<file path="config.mk">
export PLATFORM = sky130hd
export DESIGN_NAME = pixel_writeback_master
export DESIGN_NICKNAME = d
export VERILOG_FILES = /design/src/rtl/pixel_writeback_master_pkg.sv /design/src/rtl/pixel_writeback_master_raster_counter.sv /design/src/rtl/pixel_writeback_master.sv
export SDC_FILE = /design/constraint.sdc
export NUM_CORES = 1
export LEC_CHECK = 0
export CORE_ASPECT_RATIO = 0.75
export CORE_MARGIN = 5
export CORE_UTILIZATION = 53
export DETAILED_ROUTE_END_ITERATION = 8
export GPL_ROUTABILITY_DRIVEN = 0
export PLACE_DENSITY_LB_ADDON = 0.15
export SETUP_SLACK_MARGIN = 0.1
export SYNTH_ARGS = -nofsm -noshare
export SYNTH_HDL_FRONTEND = slang
export SYNTH_SLANG_ARGS = --single-unit
</file>
<file path="constraint.sdc">
create_clock -name clk_i -period 4.95 [get_ports clk_i]
set_input_delay 0.99 -clock clk_i [delete_from_list [all_inputs] [get_ports clk_i]]
set_output_delay 0.99 -clock clk_i [all_outputs]
set_load 0.05 [all_outputs]
</file>
<file path="src/rtl/pixel_writeback_master_pkg.sv">
// Shared definitions for the pixel write-back master: FSM state encoding
// and a helper that turns a raster coordinate into a byte offset.
package pixel_writeback_master_pkg;

    typedef enum logic [1:0] {
        IDLE = 2'd0,
        RUN  = 2'd1,
        DONE = 2'd2
    } state_t;

    // Byte offset of pixel (x, y) in a row-major frame.
    // The result wraps modulo 2^32, and the caller truncates it to ADDR_W bits.
    function automatic logic [31:0] pix_offset(
        input logic [31:0] x,
        input logic [31:0] y,
        input logic [31:0] width,
        input logic [31:0] bytes_per_pix
    );
        return (y * width + x) * bytes_per_pix;
    endfunction

endpackage

</file>
<file path="src/rtl/pixel_writeback_master_raster_counter.sv">
// Raster-order X/Y coordinate counter. It steps once per increment and saturates
// at the last pixel of the frame until it is cleared.
module raster_counter #(
    parameter int IMG_W = 4,
    parameter int IMG_H = 3,
    parameter int XW    = $clog2(IMG_W),
    parameter int YW    = $clog2(IMG_H)
) (
    input  logic          clk_i,
    input  logic          rst_n_i,
    input  logic          inc_i,
    input  logic          clear_i,
    output logic [XW-1:0] x_o,
    output logic [YW-1:0] y_o,
    output logic          last_o
);

    localparam logic [XW-1:0] X_MAX = XW'(IMG_W - 1);
    localparam logic [YW-1:0] Y_MAX = YW'(IMG_H - 1);

    logic [XW-1:0] x_q, x_d;
    logic [YW-1:0] y_q, y_d;
    logic          at_row_end;

    assign at_row_end = (x_q == X_MAX);
    assign last_o     = at_row_end && (y_q == Y_MAX);

    always_comb begin
        x_d = x_q;
        y_d = y_q;
        if (clear_i) begin
            x_d = '0;
            y_d = '0;
        end else if (inc_i && !last_o) begin
            if (at_row_end) begin
                x_d = '0;
                y_d = y_q + YW'(1);
            end else begin
                x_d = x_q + XW'(1);
            end
        end
    end

    always_ff @(posedge clk_i) begin
        if (!rst_n_i) begin
            x_q <= '0;
            y_q <= '0;
        end else begin
            x_q <= x_d;
            y_q <= y_d;
        end
    end

    assign x_o = x_q;
    assign y_o = y_q;

endmodule

</file>
<file path="src/rtl/pixel_writeback_master.sv">
// Streams one frame of pixels into memory through an Avalon-MM write master.
// Pixels are written in raster order starting at a base address.
module pixel_writeback_master
    import pixel_writeback_master_pkg::*;
#(
    parameter int IMG_W  = 4,
    parameter int IMG_H  = 3,
    parameter int DATA_W = 8,
    parameter int ADDR_W = 32
) (
    input  logic                       clk_i,
    input  logic                       rst_n_i,
    input  logic                       start_i,
    input  logic [ADDR_W-1:0]          base_addr_i,
    input  logic                       pix_valid_i,
    input  logic [DATA_W-1:0]          pix_data_i,
    output logic                       pix_ready_o,
    output logic [ADDR_W-1:0]          avm_address_o,
    output logic                       avm_write_o,
    output logic [DATA_W-1:0]          avm_writedata_o,
    input  logic                       avm_waitrequest_i,
    output logic                       busy_o,
    output logic                       done_o,
    output logic [$clog2(IMG_W)-1:0]   X_o,
    output logic [$clog2(IMG_H)-1:0]   Y_o
);

    localparam int XW  = $clog2(IMG_W);
    localparam int YW  = $clog2(IMG_H);
    localparam int BPP = DATA_W / 8;

    state_t              state_q, state_d;
    logic [ADDR_W-1:0]   base_q, base_d;
    logic [ADDR_W-1:0]   addr_q, addr_d;
    logic [DATA_W-1:0]   data_q, data_d;
    logic                wr_q, wr_d;
    logic                all_acc_q, all_acc_d;

    logic                cnt_clear;
    logic                accept;
    logic                slot_free;
    logic                last_pix;
    logic [XW-1:0]       x_cur;
    logic [YW-1:0]       y_cur;
    logic [ADDR_W-1:0]   pix_addr;

    raster_counter #(
        .IMG_W (IMG_W),
        .IMG_H (IMG_H),
        .XW    (XW),
        .YW    (YW)
    ) u_raster (
        .clk_i   (clk_i),
        .rst_n_i (rst_n_i),
        .inc_i   (accept),
        .clear_i (cnt_clear),
        .x_o     (x_cur),
        .y_o     (y_cur),
        .last_o  (last_pix)
    );

    // The output register can take a new pixel when it is empty or draining this cycle.
    assign slot_free   = !wr_q || !avm_waitrequest_i;
    assign pix_ready_o = (state_q == RUN) && !all_acc_q && slot_free;
    assign accept      = pix_valid_i && pix_ready_o;
    assign pix_addr    = base_q + ADDR_W'(pix_offset(32'(x_cur), 32'(y_cur),
                                                     32'(IMG_W), 32'(BPP)));

    always_comb begin
        state_d   = state_q;
        base_d    = base_q;
        addr_d    = addr_q;
        data_d    = data_q;
        wr_d      = wr_q;
        all_acc_d = all_acc_q;
        cnt_clear = 1'b0;
        case (state_q)
            IDLE, DONE: begin
                if (start_i) begin
                    state_d   = RUN;
                    base_d    = base_addr_i;
                    all_acc_d = 1'b0;
                    cnt_clear = 1'b1;
                end
            end
            RUN: begin
                if (accept) begin
                    wr_d   = 1'b1;
                    addr_d = pix_addr;
                    data_d = pix_data_i;
                    if (last_pix) begin
                        all_acc_d = 1'b1;
                    end
                end else if (wr_q && !avm_waitrequest_i) begin
                    wr_d = 1'b0;
                end
                // Leave only once the final write has actually been taken by the slave.
                if (all_acc_q && slot_free) begin
                    state_d = DONE;
                end
            end
            default: begin
                state_d = IDLE;
            end
        endcase
    end

    always_ff @(posedge clk_i) begin
        if (!rst_n_i) begin
            state_q   <= IDLE;
            base_q    <= '0;
            addr_q    <= '0;
            data_q    <= '0;
            wr_q      <= 1'b0;
            all_acc_q <= 1'b0;
        end else begin
            state_q   <= state_d;
            base_q    <= base_d;
            addr_q    <= addr_d;
            data_q    <= data_d;
            wr_q      <= wr_d;
            all_acc_q <= all_acc_d;
        end
    end

    assign avm_address_o   = addr_q;
    assign avm_writedata_o = data_q;
    assign avm_write_o     = wr_q;
    assign busy_o          = (state_q == RUN);
    assign done_o          = (state_q == DONE);
    assign X_o             = x_cur;
    assign Y_o             = y_cur;

endmodule

</file>
Word level (Yosys, flattened, before mapping)
Index checks and enable logic that the tools add are counted.
{ "totals": {"ramBits": 0, "latch_bits": 0, "wordCells": 56, "memories": 0, "rom_bits": 0, "regBits": 80} }
{ "op_classes": {"n_reduce_logical": 23, "div_mod_pow": 0, "addsub": 4, "shifts": 0, "multipliers": 0, "magnitude_cmp": 0, "n_bitwise": 1, "n_eq_ne": 8, "mux": 12} }
{ "op_table": {"columns": ["operator", "n"], "rows": [
  ["adder 32 x 5 -> 32 bit", 1],
  ["AND reduction 2 bit", 5],
  ["logical AND 1 bit", 7],
  ["2-to-1 mux 1 bit", 7],
  ["== test 2 bit, second input constant", 3],
  ["2-to-1 mux 2 bit", 3],
  ["inequality test 2 x 1 -> 1 bit, second input constant", 3],
  ["adder 4 x 2 -> 5 bit", 1],
  ["adder 2 x 1 -> 2 bit, second input constant", 2],
  ["logical NOT 1 bit", 4],
  ["one-hot mux 2 bit (2 select lines)", 1],
  ["AND reduction 4 bit", 1],
  ["nonzero test 2 bit", 2],
  ["OR reduction 2 bit", 2],
  ["== test 2 x 1 -> 1 bit, second input constant", 1],
  ["logical NOT 2 bit", 1],
  ["inequality test 2 bit, second input constant", 1],
  ["one-hot mux 1 bit (2 select lines)", 1],
  ["logical OR 1 bit", 1],
  ["NOT 1 bit", 1]
]} }

Logic depth before layout (Yosys ltp)
Gate-level depths: netlist (run 1).
{ "depth": {"depth_word": 6, "ltp_mapped": 8, "mapped_depth_nobuf": 7} }

Modules after synthesis
From an unflattened synthesis (run 1), not the netlist that was laid out.
{ "unflattened": {"cells_unflattened": 433, "area_unflattened_um2": 3646.0} }
{ "modules_own_cells": {"columns": ["module", "area_each_um2", "n_inst", "cells_each"], "rows": [
  ["pixel_writeback_master", 3413.3, 1, 411],
  ["raster_counter", 232.7, 1, 22]
]} }

Least setup slack after synthesis (run 1)
OpenSTA, ideal clock, no wires.
{ "synth_path": {"path_type": "in2out", "from": "in avm_waitrequest_i", "to": "out pix_ready_o", "cell_stages": 2, "required_time_ns": 3.960, "t_arrival_ns": 1.605, "setup_slack_ns": 2.355, "path_cell_list": "a21oi_1 -> and2_1"} }
{ "synth_via": {"elab_chain_cells": 3} }
{ "synth_rtl": {"columns": ["item", "line_no", "source"], "rows": [
  ["start, declared", "pixel_writeback_master.sv:21", "input logic avm_waitrequest_i,"],
  ["logical NOT 1 bit", "pixel_writeback_master.sv:63", "assign slot_free = !wr_q || !avm_waitrequest_i;"],
  ["logical OR 1 bit", "pixel_writeback_master.sv:63", null],
  ["logical AND 1 bit", "pixel_writeback_master.sv:64", "assign pix_ready_o = (state_q == RUN) && !all_acc_q && slot_free;"],
  ["end, declared", "pixel_writeback_master.sv:17", "output logic pix_ready_o,"]
]} }
Every way passes these cells.

Worst setup path after layout (run 1)
Ends and elaborated chain as after synthesis.

==> metrics.md, run 1 <==
| Metric | Value |
|---|---|
| Total CTS buffers | 9 |
| Crit path max-delay cell type | clkdlybuf4s50_1 |
| Main combinational cell family by area after synthesis | simple AND/OR/NAND/NOR gates |
| Rows | 26 |
| Post-synthesis simple-gate area fraction | around 25% |
| Crit path DAT | around 2.6 ns |
| Htree depth | 3 |
| Routed wl met3 | approximately 660 µm |
| WS Path Type | in2out |
| Crit path max-delay family | buffers and inverters |
| Synth area leader | dfxtp_1 |
| R2r setup slk | around 2.5 ns |
| Design Power | 1.380 mW |
| Synth Area in XOR/XNOR | between 4 and 5% |
| Total congestion overflow | 0 |
| Via count | 3344 |
| Commonest non-fill, non-tap cell in the layout | nand2_1 |
| Hold endpoint | avm_address_o[3] |
| Prevailing post-synth register cell | dfxtp_1 |
| Max Freq | between 200 and 300 MHz |
| Detailed placement HPWL | approximately 6.3 mm |
| Clock tree sinks | 80 |
| Area delta synth->final | 30.15% |
| IO Pins | 93 |
| Die H | 82.26 µm |
| Deepest clock path buffer count | 2 |
| Slew @ Worst Pin | approximately 1.1 ns |
| Die area | around 8700 µm² |
| Hold WC Path Type | reg2reg |
| # DRC | 0 |
| Initial antenna violation count | 0 |
| R2r startpoint | u_raster.x_o[1] |
| CTS tree | built |
| Synth warn | 0 |
| Number of global-route vias before repair | 3206 |
| Final instance area | slightly below 5000 µm² |
| Worst hold start | avm_address_o[3] |
| Hold Path Depth | 2 |
| Non-Filler Instances | between 600 and 700 |
| Tcrit/Tclk final | between 70% and 80% |
| Post-synth top area share | ~43% |
| Clock latency on the worst-skew pair | around 0.36 ns |
| Final hold violations | 0 |
| Synthesized Nets | approximately 500 |
| Slew Viols, Final | 0 |
| Post-Synth Adder-Cell Area | 2.577% |
| # nets final | 571 |
| Top layer in use | met4 |
| Met1 WL | 4.394 mm |
| Fin crit period | about 3.6 ns |
| Fin Clk Skew | between 0.01 and 0.015 ns |
| Synth Register Bits | 80 |
| Final core utilization | a little over two thirds |
| Filler instances | 571 |
| Dpl cell area | about 4600 µm² |
| Root buffer cell | clkbuf_8 |
| Seq/Total Area, Yosys | between 40% and 50% |
| Final antenna diode count | 0 |
| Share of post-route cells with drive strength above 1 | 6.119% |
| Crit path launch type | input pin |
| Vias per cell | about 5.5 |
| CP most frequent cell | clkdlybuf4s50_1 |
| Max FO, Critical Path | 3 |
| Critical path cell sequence | clkdlybuf4s50_1 -> a21oi_1 -> and2_1 -> clkdlybuf4s50_1 |
| Mapped cell area | 3690 µm² |
| IO Port Bufs | 92 |
| Reg2reg end | avm_address_o[25] |
| Placed cells | 592 |
| First-pass GRT wire length | 15.53 mm |
| Dominant cells by area after synthesis | dfxtp_1 (43%), nand2_1 (10%), a21boi_0 (9.0%) |
| Asr flop ratio synth | 0% |
| Critical Path RT | between 3 and 4 ns |
| Starting density of the core | a little over half |
| Die Width | ~110 µm |
| Mapped Avg Cell Area | 8.367 µm² |
| P_leak | between 1.5 and 2 nW |
| Resized cells post-CTS | 0 |
| VDD IR-drop max | ~0.2 mV |
| WL final | about 9.3 mm |
| Largest stage delay, worst path | 0.82 ns |
| Syn Inst Count | approximately 440 |
| Final Setup Violations | 0 |
| CP Capture Type | primary output |
| Max_slew headroom | 28.99% |
| Antenna-violating nets left | 0 |
| Hold-fix buffers, CTS | 0 |
| Pwr dens | 287.3 nW/µm² |
| Drt first pass iters | 4 |
| Wirelength per Cell | 15.28 µm |
| Hold WS | 0.4666 ns |
| Pin count of the biggest net entering global routing | just under 70 |
| Tot GR Track Use | approximately 22% |
| Worst path bufs/invs | 2 |
| Initial drt markers | between 100 and 150 |
| Post-CTS setup buffers | 0 |
| RSZ-0062 raised after global routing | false |
| Max-Cap Viols | 0 |
| Met2 routed WL | ~4.2 mm |
| Mux contribution to synthesized area | 1.085% |
| R2R depth | 6 |
| Reg clk slew, reported paths | 0.08 ns |
| Compound-Gate Fraction of Synth Area | 19.16% |
| Setup TNS | 0 ns |
| Commonest non-fill, non-tap cells in the layout | nand2_1 (103), clkdlybuf4s50_1 (91), dfxtp_1 (80) |
| Post-synth cell types | 44 |
| Pre-CTS setup slack | about 1.4 ns |
| Final worst slack | approximately 1.3 ns |
| CORE AREA | 6799 µm² |
| Post-synth EDFFs | 0 |
| Outcome | complete, no violations |
| Crit path from | avm_waitrequest_i |
## worst min-delay path: stages (launching register included)
cell	delay, ns
dfxtp_1	0.31
nand2_1	0.05
a21boi_0	0.06
## state kept, by name, indices dropped and copies added, names as in the netlist
signal,flops
u_raster.x_o,2
u_raster.y_o,2
all_acc_q,1
avm_write_o,1
avm_writedata_o,8
state_q,2
avm_address_o,32
base_q,32
## synth_stat cells, types with 3 or more instances
| cell | count |
|---|---|
| nor2_1 | 9 |
| and3_1 | 8 |
| nor2b_1 | 3 |
| nand2b_1 | 3 |
| nand4_1 | 5 |
| dfxtp_1 | 80 |
| nor3_1 | 18 |
| nor4b_1 | 5 |
| nor3b_1 | 3 |
| nand2_1 | 103 |
| o21ai_0 | 27 |
| nand3_1 | 10 |
| xnor2_1 | 20 |
| inv_1 | 4 |
| clkbuf_1 | 28 |
| and2_1 | 3 |
| a21oi_1 | 25 |
| ha_1 | 6 |
| mux2i_1 | 4 |
| a21boi_0 | 44 |
## layer usage
layer,GRT usage (%),up-vias
li1,-,1674
met1,29.04,1554
met2,35.90,106
met3,6.138,10
met4,6.339,0
met5,0,-
## power by group
part	total (mW)	switching [mW]	leakage, nW	internal, mW
clock	0.433	0.241	0.0841	0.192
combinational	0.239	0.141	0.957	0.0979
sequential	0.707	0.0296	0.654	0.678
total	1.38	0.412	1.70	0.967
## how the worst max path moves through the flow
stage	end	cells past startpoint
floorplan	pix_ready_o	2
global placement	pix_ready_o	4
detailed placement	pix_ready_o	4
CTS	pix_ready_o	4
global route	pix_ready_o	4
finish	pix_ready_o	4
## logic make-up after synthesis
group | count (synthesis)
buffers and inverters | 34
muxes | 4
and+or+nand+nor | 185
AOI/OAI and AO/OA | 110
xor gates and xnor gates | 21
DFF | 80
adders and majority gates | 7
## cell type report
| class | count | area, µm² | area share [%] |
|---|---|---|---|
| multi-input cells | 327 | 1956 | 40.72 |
| flip-flops and latches | 80 | 1602 | 33.35 |
| repair buffers | 97 | 953.4 | 19.85 |
| clock buffers | 10 | 137.6 | 2.866 |
| well taps | 84 | 105.1 | 2.189 |
| clock inverters | 5 | 33.78 | 0.7035 |
| inverters | 4 | 15.01 | 0.3127 |
Power figures use the tool's default switching activity.
==> inputs of run 2 (changes only) <==
- CORE_UTILIZATION: 53 -> 49
- clock period: 4.95 -> 3.8 ns (I/O delays scaled with it)
==> run 2 against run 1 <==
  * Sequential power increased by 30%
  * Non-clock buffer count is 1 higher
  * Critical path depth is the same
  * Power up 36%
  * Routed wire length up 3.0%
  * Clock power grew 48%
  * Critical endpoint unchanged
  * Highest routed layer unchanged
==> metrics.md, run 2 (synthesis gave the netlist of run 1 again) <==
| Metric | Value |
|---|---|
| Outcome | complete, no violations |
| Clock latency on the worst-skew pair | about 0.36 ns |
| Crit path max-delay family | buffers and inverters |
| Die area | roughly 9400 µm² |
| Deepest clock path buffer count | 2 |
| Area delta synth->final | 31.88% |
| Max Freq | 318.9 MHz |
| Commonest non-fill, non-tap cell in the layout | nand2_1 |
| Antenna-violating nets left | 0 |
| Crit path max-delay cell type | clkdlybuf4s50_1 |
| Final instance area | around 4900 µm² |
| WS Path Type | in2out |
| Tot GR Track Use | between 20% and 30% |
| Share of post-route cells with drive strength above 1 | between 6 and 7% |
| Worst path bufs/invs | 2 |
| Placed cells | just over 600 |
| WL final | about 9.6 mm |
| Max-Cap Viols | 0 |
| Hold-fix buffers, CTS | 0 |
| CP Capture Type | primary output |
| Fin Clk Skew | between 0.01 and 0.015 ns |
| Post-CTS setup buffers | 0 |
| Die Width | between 100 and 150 µm |
| CORE AREA | 7331 µm² |
| Rows | 27 |
| Fin crit period | about 3.1 ns |
| Root buffer cell | clkbuf_8 |
| R2r setup slk | ~1.4 ns |
| Crit path DAT | approximately 2.4 ns |
| Pwr dens | just under 400 nW/µm² |
| IO Port Bufs | between 90 and 100 |
| # DRC | 0 |
| Slew Viols, Final | 0 |
| Resized cells post-CTS | 0 |
| Number of global-route vias before repair | about 3200 |
| Critical Path RT | about 3.0 ns |
| Wirelength per Cell | between 15 and 20 µm |
| Max_slew headroom | ~37% |
| Via count | approximately 3400 |
| Initial antenna violation count | 0 |
| Htree depth | 3 |
| Slew @ Worst Pin | between 0.9 and 1 ns |
| Vias per cell | ~5.4 |
| Hold WC Path Type | reg2reg |
| Initial drt markers | ~110 |
| Total congestion overflow | 0 |
| Final Setup Violations | 0 |
| R2R depth | 6 |
| Reg clk slew, reported paths | approximately 0.080 ns |
| Drt first pass iters | 4 |
| P_leak | ~1.7 nW |
| Detailed placement HPWL | 6.727 mm |
| CTS tree | built |
| IO Pins | 93 |
| Pin count of the biggest net entering global routing | 54 |
| Crit path launch type | input pin |
| Non-Filler Instances | roughly 630 |
| Die H | 85.15 µm |
| Commonest non-fill, non-tap cells in the layout | nand2_1 (103), clkdlybuf4s50_1 (91), dfxtp_1 (80) |
| Max FO, Critical Path | 3 |
| Clock tree sinks | 80 |
| Final hold violations | 0 |
| Final antenna diode count | 0 |
| Cell depth of the worst setup path | 4 |
| Total CTS buffers | 9 |
| Tcrit/Tclk final | between 80% and 90% |
| Starting density of the core | 50.33% |
| Dpl cell area | around 4700 µm² |
| RSZ-0062 raised after global routing | false |
| Largest stage delay, worst path | ~0.79 ns |
| First-pass GRT wire length | 15.77 mm |
| # nets final | between 500 and 600 |
| VDD IR-drop max | 0.2294 mV |
| Critical path cell sequence | clkdlybuf4s50_1 -> a21oi_1 -> and2_1 -> clkdlybuf4s50_1 |
| CP most frequent cell | clkdlybuf4s50_1 |
| Setup TNS | 0 ns |
| Hold Path Depth | 2 |
==> run 2: cell types whose count changed in the layout (fill, tap and decap cells not counted) <==
cell	previous run	this run
clkinvlp_4	2	1
bufinv_16	0	1
buf_4	5	6
clkinv_4	1	3
clkinv_2	2	1
==> run 2: worst paths after layout <==
| kind | startpoint | to |
|---|---|---|
| min | avm_address_o[1] | avm_address_o[1] |
| max | avm_waitrequest_i | pix_ready_o |
| min reg2reg | avm_address_o[1] | avm_address_o[1] |
| max reg2reg | u_raster.x_o[1] | avm_address_o[31] |
==> run 2: cell type report <==
| type | instances | area (µm²) |
|---|---|---|
| clock buffers | 10 | 137.6 |
| clock inverters | 6 | 68.82 |
| fillers | 617 | 2465 |
| inverters | 4 | 15.01 |
| multi-input cells | 327 | 1956 |
| flip-flops and latches | 80 | 1602 |
| well taps | 101 | 126.4 |
| repair buffers | 98 | 960.9 |
==> run 2: metrics by stage <==
stage	utilization (%)	total power [mW]	setup slack (ns)	hold slack, ns
4_1_cts	66.38	1.894	0.6781	0.4718
2_1_floorplan	-	1.124	1.287	0.4472
6_report	66.38	1.877	0.6640	0.4682
3_3_place_gp	63.56	1.247	0.7105	0.4511
3_5_place_dp	63.56	1.255	0.6782	0.4591
5_1_grt	66.38	1.958	0.6271	0.4894
==> run 2: where the power goes <==
part	internal (mW)	total, mW	switching [mW]
clock	0.323	0.642	0.318
combinational	0.128	0.313	0.185
sequential	0.883	0.922	0.0398
total	1.33	1.88	0.543
==> run 2: worst min-delay path, delay by kind of cell (launching register included) <==
kind	cells	cell delay, ns
compound gates	1	0.06
flops	1	0.31
simple gates	1	0.04
==> run 2: metal layers <==
metal / part of all wire [%] / GRT usage (%) / vias to the layer above
met5: 0 / 0 / -
met3: 6.2 / 5.779 / 8
met4: 0.95 / 3.803 / 0
li1: - / - / 1684
met2: 47 / 33.81 / 104
met1: 46 / 28.97 / 1556
